`config.mk`:
```
export PLATFORM = sky130hd
export DESIGN_NAME = otter_io_periph
export DESIGN_NICKNAME = d
export VERILOG_FILES = /design/src/rtl/otter_io_periph.sv
export SDC_FILE = /design/constraint.sdc
export NUM_CORES = 1
export LEC_CHECK = 0
export BUFFER_PORTS_ARGS = -buffer_cell sky130_fd_sc_hd__buf_4
export CORE_MARGIN = 10
export CORE_UTILIZATION = 40
export DETAILED_ROUTE_END_ITERATION = 7
export PLACE_DENSITY = 0.68
export SLEW_MARGIN = 20
export SYNTH_ARGS = -nofsm -noshare
export SYNTH_HDL_FRONTEND = slang
export SYNTH_SLANG_ARGS = --single-unit
```
`constraint.sdc`:
```
create_clock -name CLK -period 5.15 [get_ports CLK]
set_input_delay 0.2575 -clock CLK [delete_from_list [all_inputs] [get_ports CLK]]
set_output_delay 0.2575 -clock CLK [all_outputs]
set_load 0.01 [all_outputs]
```
`src/rtl/otter_io_periph.sv`:
```
// OTTER MCU I/O peripheral: switches, LEDs, down-counting timer and a debounced
// interrupt button, with a level interrupt request back to the MCU.
module otter_io_periph #(
  parameter int unsigned DEBOUNCE_CYCLES = 4
) (
  input  logic        CLK,
  input  logic        RST,
  input  logic [31:0] IOBUS_ADDR,
  input  logic [31:0] IOBUS_OUT,
  input  logic        IOBUS_WR,
  output logic [31:0] IOBUS_IN,
  output logic        INTR,
  input  logic [15:0] SWITCHES,
  input  logic        BTN,
  output logic [15:0] LEDS
);

  localparam int unsigned CNT_W = $clog2(DEBOUNCE_CYCLES + 1);

  localparam logic [31:0] ADDR_SW     = 32'h1100_8000;
  localparam logic [31:0] ADDR_LED    = 32'h1100_C000;
  localparam logic [31:0] ADDR_TCTRL  = 32'h1101_0000;
  localparam logic [31:0] ADDR_TLOAD  = 32'h1101_0004;
  localparam logic [31:0] ADDR_TCOUNT = 32'h1101_0008;
  localparam logic [31:0] ADDR_ISTAT  = 32'h1101_000C;

  logic [15:0]      sw_meta, sw_sync;
  logic             btn_meta, btn_sync;
  logic [CNT_W-1:0] db_cnt, db_cnt_n, db_cnt_inc;
  logic             db_state, db_state_n, db_prev;
  logic [2:0]       tctrl, tctrl_n;
  logic [31:0]      tload, tload_n, tcount, tcount_n;
  logic             tflag, tflag_n, bflag, bflag_n, intr_n;
  logic [15:0]      leds_n;
  logic             tflag_set, bflag_set;
  logic             wr_led, wr_tctrl, wr_tload, wr_istat;

  // Next-state logic for all architectural registers
  always_comb begin
    db_cnt_n   = db_cnt;
    db_state_n = db_state;
    tctrl_n    = tctrl;
    tload_n    = tload;
    tcount_n   = tcount;
    leds_n     = LEDS;
    tflag_set  = 1'b0;
    bflag_set  = db_state & ~db_prev;
    db_cnt_inc = db_cnt + CNT_W'(1);

    wr_led   = IOBUS_WR && (IOBUS_ADDR == ADDR_LED);
    wr_tctrl = IOBUS_WR && (IOBUS_ADDR == ADDR_TCTRL);
    wr_tload = IOBUS_WR && (IOBUS_ADDR == ADDR_TLOAD);
    wr_istat = IOBUS_WR && (IOBUS_ADDR == ADDR_ISTAT);

    if (wr_led)   leds_n  = IOBUS_OUT[15:0];
    if (wr_tctrl) tctrl_n = IOBUS_OUT[2:0];
    if (wr_tload) tload_n = IOBUS_OUT;

    // Debounce: count consecutive disagreeing samples, flip state at threshold
    if (btn_sync != db_state) begin
      if (db_cnt_inc == CNT_W'(DEBOUNCE_CYCLES)) begin
        db_state_n = ~db_state;
        db_cnt_n   = '0;
      end else begin
        db_cnt_n = db_cnt_inc;
      end
    end else begin
      db_cnt_n = '0;
    end

    // Timer acts on the registered TEN, so a TCTRL write only matters next cycle
    if (wr_tload) begin
      tcount_n = IOBUS_OUT;
    end else if (tctrl[0]) begin
      if (tcount != 32'd0) begin
        tcount_n = tcount - 32'd1;
      end else begin
        tcount_n  = tload;
        tflag_set = 1'b1;
      end
    end

    // Set beats a simultaneous write-one-to-clear
    tflag_n = (tflag & ~(wr_istat & IOBUS_OUT[0])) | tflag_set;
    bflag_n = (bflag & ~(wr_istat & IOBUS_OUT[1])) | bflag_set;
    intr_n  = (tflag & tctrl[1]) | (bflag & tctrl[2]);
  end

  always_ff @(posedge CLK) begin
    if (RST) begin
      sw_meta  <= '0;
      sw_sync  <= '0;
      btn_meta <= 1'b0;
      btn_sync <= 1'b0;
      db_cnt   <= '0;
      db_state <= 1'b0;
      db_prev  <= 1'b0;
      tctrl    <= '0;
      tload    <= '0;
      tcount   <= '0;
      tflag    <= 1'b0;
      bflag    <= 1'b0;
      INTR     <= 1'b0;
      LEDS     <= '0;
    end else begin
      sw_meta  <= SWITCHES;
      sw_sync  <= sw_meta;
      btn_meta <= BTN;
      btn_sync <= btn_meta;
      db_cnt   <= db_cnt_n;
      db_state <= db_state_n;
      db_prev  <= db_state;
      tctrl    <= tctrl_n;
      tload    <= tload_n;
      tcount   <= tcount_n;
      tflag    <= tflag_n;
      bflag    <= bflag_n;
      INTR     <= intr_n;
      LEDS     <= leds_n;
    end
  end

  // Combinational read mux; unmapped addresses return zero
  always_comb begin
    IOBUS_IN = 32'd0;
    case (IOBUS_ADDR)
      ADDR_SW:     IOBUS_IN = {16'd0, sw_sync};
      ADDR_LED:    IOBUS_IN = {16'd0, LEDS};
      ADDR_TCTRL:  IOBUS_IN = {29'd0, tctrl};
      ADDR_TLOAD:  IOBUS_IN = tload;
      ADDR_TCOUNT: IOBUS_IN = tcount;
      ADDR_ISTAT:  IOBUS_IN = {30'd0, bflag, tflag};
      default:     IOBUS_IN = 32'd0;
    endcase
  end

endmodule
```
==> results of run 1 <==
==> final cells by class <==
type,count,area share
Multi-Input combinational cell,564,0.435
Clock buffer,18,0.0559
Tap cell,188,0.0299
Timing Repair Buffer,141,0.135
Inverter,12,0.00573
Sequential cell,125,0.319
Clock inverter,14,0.0201
==> power breakdown <==
group	internal (W)	total [W]	switching, W	leakage (nW)
clock network	0.000734	0.00120	0.000470	0.290
registers	0.000980	0.000983	0.00000297	1.01
logic	0.0000546	0.0000978	0.0000432	1.86
==> per-layer routing <==
| metal | track usage | vias up |
|---|---|---|
| li1 | - | 2940 |
| met1 | 0.231 | 2743 |
| met2 | 0.282 | 231 |
| met3 | 0.0623 | 10 |
| met4 | 0.0436 | 0 |
| met5 | 0 | - |
==> placed cells by master (no fill, tap or decap), types with 3 or more instances in the layout <==
cell type  count
a211oi_1       4
and4_1         3
nor2b_1       40
and2_1         4
nand2b_1      14
a31oi_1        8
nor3_1        18
nor4_1        14
a21oi_1       71
o21ai_0       19
and3_1         4
or2_2          3
nand3_1       21
or3_1          7
inv_1         12
a221o_1       17
xnor2_1        4
dfxtp_1      124
inv_6          5
ha_1           4
nor4b_1        3
buf_4        141
nand2_1      122
o211ai_1       9
clkbuf_16     17
o22ai_1        4
o41ai_1        3
nor2_1        53
a311oi_2       4
o21a_1         3
a311oi_1       3
a22o_1        18
or4_1          7
mux2i_1       25
o21ai_1        4
nand4_1        9
==> per-stage QoR <==
stage	hold slack, ns	utilization	area, um2	setup slack, ns	instances
detailed placement	0.422	0.478	7260	1.98	1030
CTS	0.0288	0.517	7860	1.97	1062
global placement	0.415	0.478	7260	2.03	1030
finish	0.0420	0.517	7860	1.96	1062
global route	0.0324	0.517	7860	1.68	1062
floorplan	0.366	-	6220	2.38	761
==> final timing paths <==
path | from | end | slack (ns) | depth (start not counted)
min reg2reg | sw_meta[0]$_SDFF_PP0_ | sw_sync[0]$_SDFF_PP0_ | 0.44 | 1
max | tcount[15]$_SDFFE_PP0P_ | tcount[3]$_SDFFE_PP0P_ | 1.96 | 7
max reg2reg | tcount[15]$_SDFFE_PP0P_ | tcount[3]$_SDFFE_PP0P_ | 1.96 | 7
min | SWITCHES[0] | sw_meta[0]$_SDFF_PP0_ | 0.04 | 2
==> sequential cells by signal, summed over array words and instances, names as in the netlist <==
register and flops:
btn_meta 1, sw_sync 16, tctrl 3, INTR 1, btn_sync 1, bflag 1
tcount 32, db_cnt 3, db_state 1, sw_meta 16, LEDS 16, tload 32
db_prev 1, tflag 1
==> cell families (layout without fill, tap and decap cells) <==
| group | count (synthesis) | count (layout) | synth area share |
|---|---|---|---|
| XOR/XNOR | 5 | 5 | 0.00704 |
| AND/OR/NAND/NOR | 333 | 333 | 0.265 |
| flip-flops | 125 | 125 | 0.403 |
| AO/OA/AOI/OAI | 193 | 193 | 0.217 |
| adder cells (fa/ha/maj) | 4 | 4 | 0.00805 |
| multiplexers | 29 | 29 | 0.0517 |
| buffers and inverters | 72 | 185 | 0.0485 |
==> flow_metrics.py, run 1 <==
metrics = {
    "setup_path": {
        "endpoint_kind": "flip-flop",
        "max_stage_delay_ns": 0.60,
        "worst_ep_required_time_ns": 5.50,
        "critical_path.top_delay_family": "simple AND/OR/NAND/NOR gates",
        "worst-path-buf-inv": 1,
        "cp_cell_sequence": "or4_4 > or3_1 > nor4_4 > buf_4 > o21ai_0 > a221o_1 > a21oi_1",
        "path_max_fanout": 17,
        "cp_slowest_cell": "or3_1",
        "worstSetupStartpointType": "flip-flop",
        "critPathKind": "reg -> reg",
        "worstPathArrival_ns": 3.54,
    },
    "grt": {
        "grt_pass1_vias": 5806,
        "grt_first_pass_wirelength_um": 30300,
        "antenna_found_initial": 0,
        "grt_max_degree": 68,
        "track_usage": 0.180,
        "overflow": 0,
    },
    "routing": {
        "wl_met2_um": 8530,
        "viasPerCell": 5.58,
        "met1_length_um": 8270,
        "drtIter0Drc": 463,
        "top_layer_used": "met4",
        "ant_nets": 0,
        "firstDrtPassIters": 6,
        "dr_total_vias": 5924,
        "drc": 0,
        "wl_met3_um": 1730,
        "post_drt_wl_per_cell_um": 17.6,
        "wl_um": 18700,
    },
    "floorplanning": {
        "core_area_um2": 15200,
        "die_area_um2": 20900,
        "start_util": 0.409,
        "fp.dieH_um": 145,
        "rows": 45,
        "io_pins": 133,
        "die_w_um": 145,
    },
    "yosys": {
        "synthTopCellsByCount": "dfxtp_1 (125), nand2_1 (122), a21oi_1 (71)",
        "ys.flop_type": "dfxtp_1",
        "synth.distinct_cells": 67,
        "yosysTopAreaCell": "dfxtp_1",
        "yosysMostFrequentCell": "dfxtp_1",
        "synth_edf_count": 0,
        "synth_area_per_cell_um2": 8.17,
        "synth_area_leaders": "dfxtp_1 (40%), nand2_1 (7.4%), a21oi_1 (5.7%)",
        "synth_area_um2": 6220,
        "yosysWarningCount": 0,
        "synth-async-reset-ratio": 0,
        "syn-instance-count": 761,
        "ys_seq_elements": 125,
        "yosysTopAreaCellShare": 0.403,
        "synth_seq_area_share": 0.403,
        "syn-num-nets": 849,
    },
    "timing": {
        "max_slew_margin": 0.371,
        "rsz0062_at_grt": "false",
        "hold_violations": 0,
        "finClkSkew_ns": 0.00636,
        "min_period_ns": 3.19,
        "post-route-period-util": 0.620,
        "setup_viol": 0,
        "setup_tns_ns": 0,
        "worstMarginPinSlew_ns": 0.943,
        "slew_violations": 0,
        "fmax_mhz": 313,
    },
    "finish": {
        "multiInputGateArea_um2": 3420,
        "fill_cells": 1491,
        "syn_to_final_growth_pct": 26.4,
        "final_nets": 949,
        "diodes": 0,
        "regArea_um2": 2500,
        "final_layout_size_suffix_gt1_frac": 0.217,
    },
    "cts": {
        "cts_buffer_depth": 2,
        "numCtsBuffers": 17,
        "htree_num_levels": 4,
        "ctsRootBufferMaster": "clkbuf_16",
        "postCtsSetupBuffers": 0,
        "cts.sink_count": 125,
        "insertion_delay_ns": 0.42,
        "hold_buffers": 0,
        "clk_pin_slew_ns": 0.06,
        "cts_tree": "built",
        "cts_resized": 0,
    },
    "power": {
        "leakagePower_nw": 3.16,
        "design_power_total_w": 0.00229,
        "power_density_nw_per_um2": 291,
        "ir_drop_v": 0.000228,
    },
    "hold_path": {
        "hp-class": "in -> reg",
    },
    "flow_run": {
        "cap_violations": 0,
    },
    "place": {
        "gp_congestion": 0.871,
        "io_buffers": 132,
        "hpwl_um": 13300,
    },
    "run_status": {
        "status": "complete, no violations",
    },
}
Note: power is estimated with default switching activity, not from simulation.
==> run 2: changes to the inputs <==
==> constraint.sdc (replaced) <==
create_clock -name CLK -period 3.2 [get_ports CLK]
set_input_delay 0.16 -clock CLK [delete_from_list [all_inputs] [get_ports CLK]]
set_output_delay 0.16 -clock CLK [all_outputs]
set_load 0.01 [all_outputs]
==> run 2 against run 1 <==
  * Utilization up 3.1 points
  * Largest cell class unchanged
  * Global-route usage increased by 0.40 points
  * Critical endpoint is now tcount[6]$_SDFFE_PP0P_
  * Setup slack worse by 1.6 ns
  * Count of clock-buffer cells in the layout is 2 higher
==> flow_metrics.py, run 2 (synthesized netlist as in run 1, its figures left out) <==
metrics = {
    "timing": {
        "min_period_ns": 2.86,
        "post-route-period-util": 0.895,
        "worstMarginPinSlew_ns": 0.621,
        "setup_tns_ns": 0,
        "max_slew_margin": 0.586,
        "finClkSkew_ns": 0.00838,
        "rsz0062_at_grt": "false",
        "whs_ns": 0.0142,
        "slew_violations": 0,
        "fmax_mhz": 349,
        "hold_violations": 0,
        "setup_viol": 0,
    },
    "routing": {
        "ant_nets": 0,
        "dr_total_vias": 6050,
        "wl_um": 19000,
        "viasPerCell": 5.41,
        "drc": 0,
        "post_drt_wl_per_cell_um": 17.0,
        "firstDrtPassIters": 5,
        "drtIter0Drc": 421,
    },
    "hold_path": {
        "hold_depth": 3,
        "hold_end": "LEDS[15]$_SDFFE_PP0P_",
        "hp-class": "in -> reg",
        "hold_path.startpoint": "IOBUS_OUT[15]",
    },
    "floorplanning": {
        "die_w_um": 145,
        "die_area_um2": 20900,
        "start_util": 0.409,
        "io_pins": 133,
        "rows": 45,
        "core_area_um2": 15200,
        "fp.dieH_um": 145,
    },
    "power": {
        "intPower_w": 0.00271,
        "switching_share": 0.231,
        "pwr-share-seq": 0.450,
        "power_density_nw_per_um2": 423,
        "switchingPower_w": 0.000812,
        "ir_drop_v": 0.000468,
        "clock_power_share": 0.494,
        "leakagePower_nw": 3.36,
        "p_comb_frac": 0.056,
    },
    "grt": {
        "grt_max_degree": 79,
        "grt_first_pass_wirelength_um": 30700,
        "antenna_found_initial": 0,
        "track_usage": 0.184,
        "overflow": 0,
        "grt_pass1_vias": 5880,
    },
    "finish": {
        "final_nets": 1005,
        "fill_cells": 1409,
        "final_common_cell": "buf_4",
        "final_cell_mix": "buf_4 (159), dfxtp_1 (124), nand2_1 (122)",
        "diodes": 0,
        "final_layout_size_suffix_gt1_frac": 0.223,
        "top_regs": "tcount (32), tload (32)",
        "syn_to_final_growth_pct": 33.9,
    },
    "cts": {
        "cts.sink_count": 125,
        "insertion_delay_ns": 0.42,
        "hold_buffers": 37,
        "cts_buffer_depth": 2,
        "htree_num_levels": 4,
        "clk_pin_slew_ns": 0.06,
        "numCtsBuffers": 17,
        "postCtsSetupBuffers": 0,
        "cts_resized": 0,
        "ctsRootBufferMaster": "clkbuf_16",
        "cts_tree": "built",
    },
    "setup_path": {
        "r2r_cells": 7,
        "path_max_fanout": 15,
        "setup.worst_path.start": "tcount[16]$_SDFFE_PP0P_",
        "worst-path-buf-inv": 1,
        "ff2ff_setup_slack_ns": 0.34,
        "reg2reg_to": "tcount[6]$_SDFFE_PP0P_",
        "critPathKind": "reg -> reg",
        "worst_ep_required_time_ns": 3.54,
        "worstSetupStartpointType": "flip-flop",
        "endpoint_kind": "flip-flop",
        "timing.critical_path.mode_cell": "or4_4",
        "reg2reg_from": "tcount[16]$_SDFFE_PP0P_",
        "max_stage_delay_ns": 0.70,
        "cp_cell_sequence": "or4_4 > or3_1 > or4_4 > buf_4 > o211ai_2 > o211ai_1 > a311oi_2",
        "critical_path.top_delay_family": "simple AND/OR/NAND/NOR gates",
        "cp_slowest_cell": "or4_4",
        "worstPathArrival_ns": 3.20,
    },
    "place": {
        "hpwl_um": 13500,
        "io_buffers": 132,
        "gp_congestion": 0.875,
    },
    "run_status": {
        "status": "complete, no violations",
    },
    "flow_run": {
        "cap_violations": 0,
    },
}
-- run 2: power groups by stage --
stage	Sequential, W	Combinational [W]	Clock [W]
after CTS	0.00158	0.000196	0.00176
after global placement	0.00162	0.000159	0
after floorplan	0.00161	0.0000583	0
after global routing	0.00158	0.000213	0.00184
final	0.00158	0.000197	0.00174
after detailed placement	0.00162	0.000160	0
-- run 2: how the worst max path moves through the flow --
stage / to / slack [ns] / cells past startpoint
after floorplan: tcount[11]$_SDFFE_PP0P_ / 0.43 / 9
after global placement: tcount[11]$_SDFFE_PP0P_ / 0.40 / 6
after detailed placement: tcount[6]$_SDFFE_PP0P_ / 0.35 / 7
after CTS: tcount[30]$_SDFFE_PP0P_ / 0.34 / 7
after global routing: tcount[2]$_SDFFE_PP0P_ / 0.19 / 7
final: tcount[6]$_SDFFE_PP0P_ / 0.34 / 7
-- run 2: worst register-to-register path, cell delays in order (launching register included) --
cell	delay, ns
dfxtp_1	0.35
or4_4	0.54
or3_1	0.51
or4_4	0.70
buf_4	0.24
o211ai_2	0.08
o211ai_1	0.12
a311oi_2	0.23
-- run 2: per-stage QoR --
stage / area [um2] / worst slack [ns] / cells / utilization / power [W]
2_1_floorplan: 6220 / 0.432 / 761 / - / 0.00167
3_3_place_gp: 7420 / 0.395 / 1049 / 0.488 / 0.00177
3_5_place_dp: 7420 / 0.351 / 1049 / 0.488 / 0.00178
4_1_cts: 8330 / 0.338 / 1118 / 0.548 / 0.00354
5_1_grt: 8330 / 0.189 / 1118 / 0.548 / 0.00364
6_report: 8330 / 0.335 / 1118 / 0.548 / 0.00352
-- run 2: layout make-up --
| class | count | area (um2) | area share |
|---|---|---|---|
| Clock buffer | 20 | 447 | 0.0537 |
| Clock inverter | 12 | 90.1 | 0.0108 |
| Inverter | 12 | 45.0 | 0.00541 |
| Multi-Input combinational cell | 564 | 3420 | 0.411 |
| Sequential cell | 125 | 2500 | 0.301 |
| Tap cell | 188 | 235 | 0.0283 |
| Timing Repair Buffer | 197 | 1580 | 0.190 |
-- run 2: routing by layer --
metal | GRT usage | part of all wire | vias up
li1 | - | - | 3052
met1 | 0.232 | 0.45 | 2805
met2 | 0.286 | 0.45 | 173
met3 | 0.0688 | 0.082 | 20
met4 | 0.0527 | 0.012 | 0
met5 | 0 | 0 | -
==> run 3: changes to the inputs <==
--- a/config.mk
+++ b/config.mk
@@ -5,11 +5,12 @@
 export SDC_FILE = /design/constraint.sdc
 export NUM_CORES = 1
 export LEC_CHECK = 0
+export ABC_AREA = 1
 export BUFFER_PORTS_ARGS = -buffer_cell sky130_fd_sc_hd__buf_4
 export CORE_MARGIN = 10
-export CORE_UTILIZATION = 40
+export CORE_UTILIZATION = 56
 export DETAILED_ROUTE_END_ITERATION = 7
-export PLACE_DENSITY = 0.68
+export PLACE_DENSITY = 0.86
 export SLEW_MARGIN = 20
 export SYNTH_ARGS = -nofsm -noshare
 export SYNTH_HDL_FRONTEND = slang
==> run 3 against run 2 <==
  * Die area decreased by 16%
  * Combinational power rose by 6%
  * First-iteration DRC count up 84%
  * Sequential power is essentially flat
  * Power up 3.7%
  * Synthesized cell count increased by 46%
  * Utilization is 17 points higher
  * Non-clock buffer count is 23 lower
  * Sequential share of layout area shrank 2.5 points
  * Critical path type is now in -> out
==> flow_metrics.py, run 3 <==
metrics = {
    "grt": {
        "grt_max_degree": 77,
        "grt_first_pass_wirelength_um": 36800,
        "grt_pass1_vias": 7539,
        "overflow": 0,
        "antenna_found_initial": 0,
        "track_usage": 0.252,
    },
    "timing": {
        "setup_tns_ns": 0,
        "hold_violations": 0,
        "whs_ns": 0.0350,
        "slew_violations": 0,
        "min_period_ns": 2.12,
        "fmax_mhz": 472,
        "finClkSkew_ns": 0.00741,
        "post-route-period-util": 0.662,
        "setup_viol": 0,
        "max_slew_margin": 0.452,
        "worstMarginPinSlew_ns": 0.821,
        "rsz0062_at_grt": "false",
        "setup_slack_ns": 1.08,
    },
    "setup_path": {
        "setup.worst_path.start": "IOBUS_ADDR[30]",
        "max_stage_delay_ns": 0.31,
        "critical_path.top_delay_family": "simple AND/OR/NAND/NOR gates",
        "worstSetupStartpointType": "input pin",
        "path_max_fanout": 16,
        "worstPathArrival_ns": 1.96,
        "reg2reg_from": "tcount[2]$_SDFFE_PP0P_",
        "worst_ep_required_time_ns": 3.04,
        "worst-path-buf-inv": 4,
        "endpoint_kind": "output port",
        "cp.depth": 10,
        "cp_cell_sequence": "buf_4 > inv_1 > nand2_1 > nor2_2 > nand3_4 > nor2_4 > nand3_2 > buf_4 > o21ai_0 > buf_4",
        "endpoint": "IOBUS_IN[16]",
        "critPathKind": "in -> out",
        "reg2reg_to": "tcount[7]$_SDFFE_PP0P_",
        "r2r_cells": 10,
        "cp_slowest_cell": "buf_4",
        "timing.critical_path.mode_cell": "buf_4",
        "ff2ff_setup_slack_ns": 1.12,
    },
    "routing": {
        "drc": 0,
        "ant_nets": 0,
        "viasPerCell": 5.35,
        "post_drt_wl_per_cell_um": 15.6,
        "drtIter0Drc": 776,
        "dr_total_vias": 7748,
        "firstDrtPassIters": 7,
        "wl_um": 22600,
    },
    "yosys": {
        "syn-instance-count": 1112,
        "synth_area_leaders": "dfxtp_1 (35%), nand2_1 (13%), nor2_1 (11%)",
        "syn-num-nets": 1200,
        "synthMuxAreaShare": 0,
        "synth.distinct_cells": 32,
        "yosysWarningCount": 0,
        "synthTopCellsByCount": "nand2_1 (244), nor2_1 (203), inv_1 (141)",
        "synth_xor_area_frac": 0.0111,
        "yosys.area_share.simple": 0.396,
        "ys.flop_type": "dfxtp_1",
        "synth_edf_count": 0,
        "synth_area_per_cell_um2": 6.41,
        "yosysTopAreaCell": "dfxtp_1",
        "yosysTopAreaCellShare": 0.351,
        "synth_seq_area_share": 0.351,
        "yosysMostFrequentCell": "nand2_1",
        "synthAdderAreaFrac": 0.00702,
        "synth-async-reset-ratio": 0,
        "synth_area_um2": 7130,
        "synth_top_family_by_area": "simple AND/OR/NAND/NOR gates",
        "synth_compound_area_frac": 0.119,
        "ys_seq_elements": 125,
    },
    "floorplanning": {
        "start_util": 0.567,
        "io_pins": 133,
        "die_w_um": 133,
        "fp.dieH_um": 133,
        "core_area_um2": 12600,
        "rows": 41,
        "die_area_um2": 17600,
    },
    "finish": {
        "diodes": 0,
        "final_layout_size_suffix_gt1_frac": 0.205,
        "final_nets": 1352,
        "final_cell_mix": "nand2_1 (244), nor2_1 (203), buf_4 (143)",
        "fill_cells": 1028,
        "final_cells": 1448,
        "top_regs": "tcount (32), tload (32)",
        "final_common_cell": "nand2_1",
        "syn_to_final_growth_pct": 27.3,
    },
    "power": {
        "leakagePower_nw": 4.45,
        "intPower_w": 0.00279,
        "clock_power_share": 0.509,
        "pwr-share-seq": 0.434,
        "switchingPower_w": 0.000855,
        "power_density_nw_per_um2": 402,
        "p_comb_frac": 0.057,
        "switching_share": 0.234,
        "ir_drop_v": 0.000433,
    },
    "cts": {
        "ctsRootBufferMaster": "clkbuf_16",
        "hold_buffers": 31,
        "clk_pin_slew_ns": 0.06,
        "cts_resized": 0,
        "postCtsSetupBuffers": 0,
        "insertion_delay_ns": 0.43,
        "numCtsBuffers": 17,
        "cts.sink_count": 125,
        "cts_tree": "built",
        "htree_num_levels": 4,
        "cts_buffer_depth": 2,
    },
    "flow_run": {
        "cap_violations": 0,
    },
    "hold_path": {
        "hp-class": "in -> reg",
    },
    "place": {
        "gp_congestion": 0.913,
        "io_buffers": 132,
        "hpwl_um": 15800,
        "dp_slack_ns": 1.07,
        "place_inst": 1386,
    },
    "run_status": {
        "status": "complete, no violations",
    },
}
==> run 3: cell types whose count changed after synthesis, moves of 27 or more <==
cell and delta:
nor2_1 +150, inv_1 +129, nand2_1 +122, nand3_1 +68, nor2b_1 -40, clkbuf_1 -33
o21ai_0 +27
==> run 3: power groups by stage <==
stage | logic (W) | registers [W] | clock network (W)
detailed placement | 0.000170 | 0.00162 | 0
finish | 0.000209 | 0.00158 | 0.00186
floorplan | 0.0000649 | 0.00161 | 0
global route | 0.000228 | 0.00158 | 0.00193
global placement | 0.000165 | 0.00162 | 0
CTS | 0.000202 | 0.00158 | 0.00186
==> run 3: layout make-up <==
type | instances | area, um2 | area share
inverters | 163 | 612 | 0.0674
clock buffers | 19 | 453 | 0.0499
well taps | 172 | 215 | 0.0237
flip-flops and latches | 125 | 2500 | 0.276
repair buffers | 174 | 1380 | 0.152
clock inverters | 12 | 114 | 0.0125
multi-input cells | 783 | 3800 | 0.418
==> run 3: per-layer routing <==
layer / wire length [um] / vias up / track usage
met1: 8880 / 3545 / 0.283
li1: - / 3811 / -
met5: 0 / - / 0
met3: 2070 / 43 / 0.0742
met2: 11200 / 349 / 0.444
met4: 441 / 0 / 0.0856
==> run 3: worst register-to-register path, delay by kind of cell, from the launching register on <==
family / cells / cell delay, ns
compound gates: 1 / 0.09
xor+xnor: 1 / 0.16
buf+inv: 1 / 0.26
flops: 1 / 0.40
simple gates: 7 / 1.03
==> run 3: how the worst min path moves through the flow <==
stage / to / cells after the start / from / slack [ns]
detailed placement: sw_meta[9]$_SDFF_PP0_ / 3 / SWITCHES[9] / 0.37
floorplan: db_prev$_SDFF_PP0_ / 1 / RST / 0.24
global placement: sw_meta[10]$_SDFF_PP0_ / 3 / SWITCHES[10] / 0.36
CTS: tctrl[2]$_SDFFE_PP0P_ / 3 / IOBUS_OUT[2] / 0.02
global route: tload[17]$_SDFFE_PP0N_ / 3 / IOBUS_OUT[17] / 0.04
finish: tctrl[2]$_SDFFE_PP0P_ / 3 / IOBUS_OUT[2] / 0.04
==> run 3: cell families after synthesis <==
logic type,Yosys count
xor gates and xnor gates,9
and+or+nand+nor,619
adders and majority gates,4
AOI/OAI and AO/OA,151
DFF,125
buffers and inverters,204
==> run 3: stage by stage <==
| stage | utilization | total power (W) | cell area [um2] |
|---|---|---|---|
| after floorplan | - | 0.00168 | 7130 |
| after global placement | 0.652 | 0.00178 | 8200 |
| after detailed placement | 0.652 | 0.00179 | 8200 |
| after CTS | 0.722 | 0.00365 | 9080 |
| after global routing | 0.722 | 0.00374 | 9080 |
| final | 0.722 | 0.00365 | 9080 |
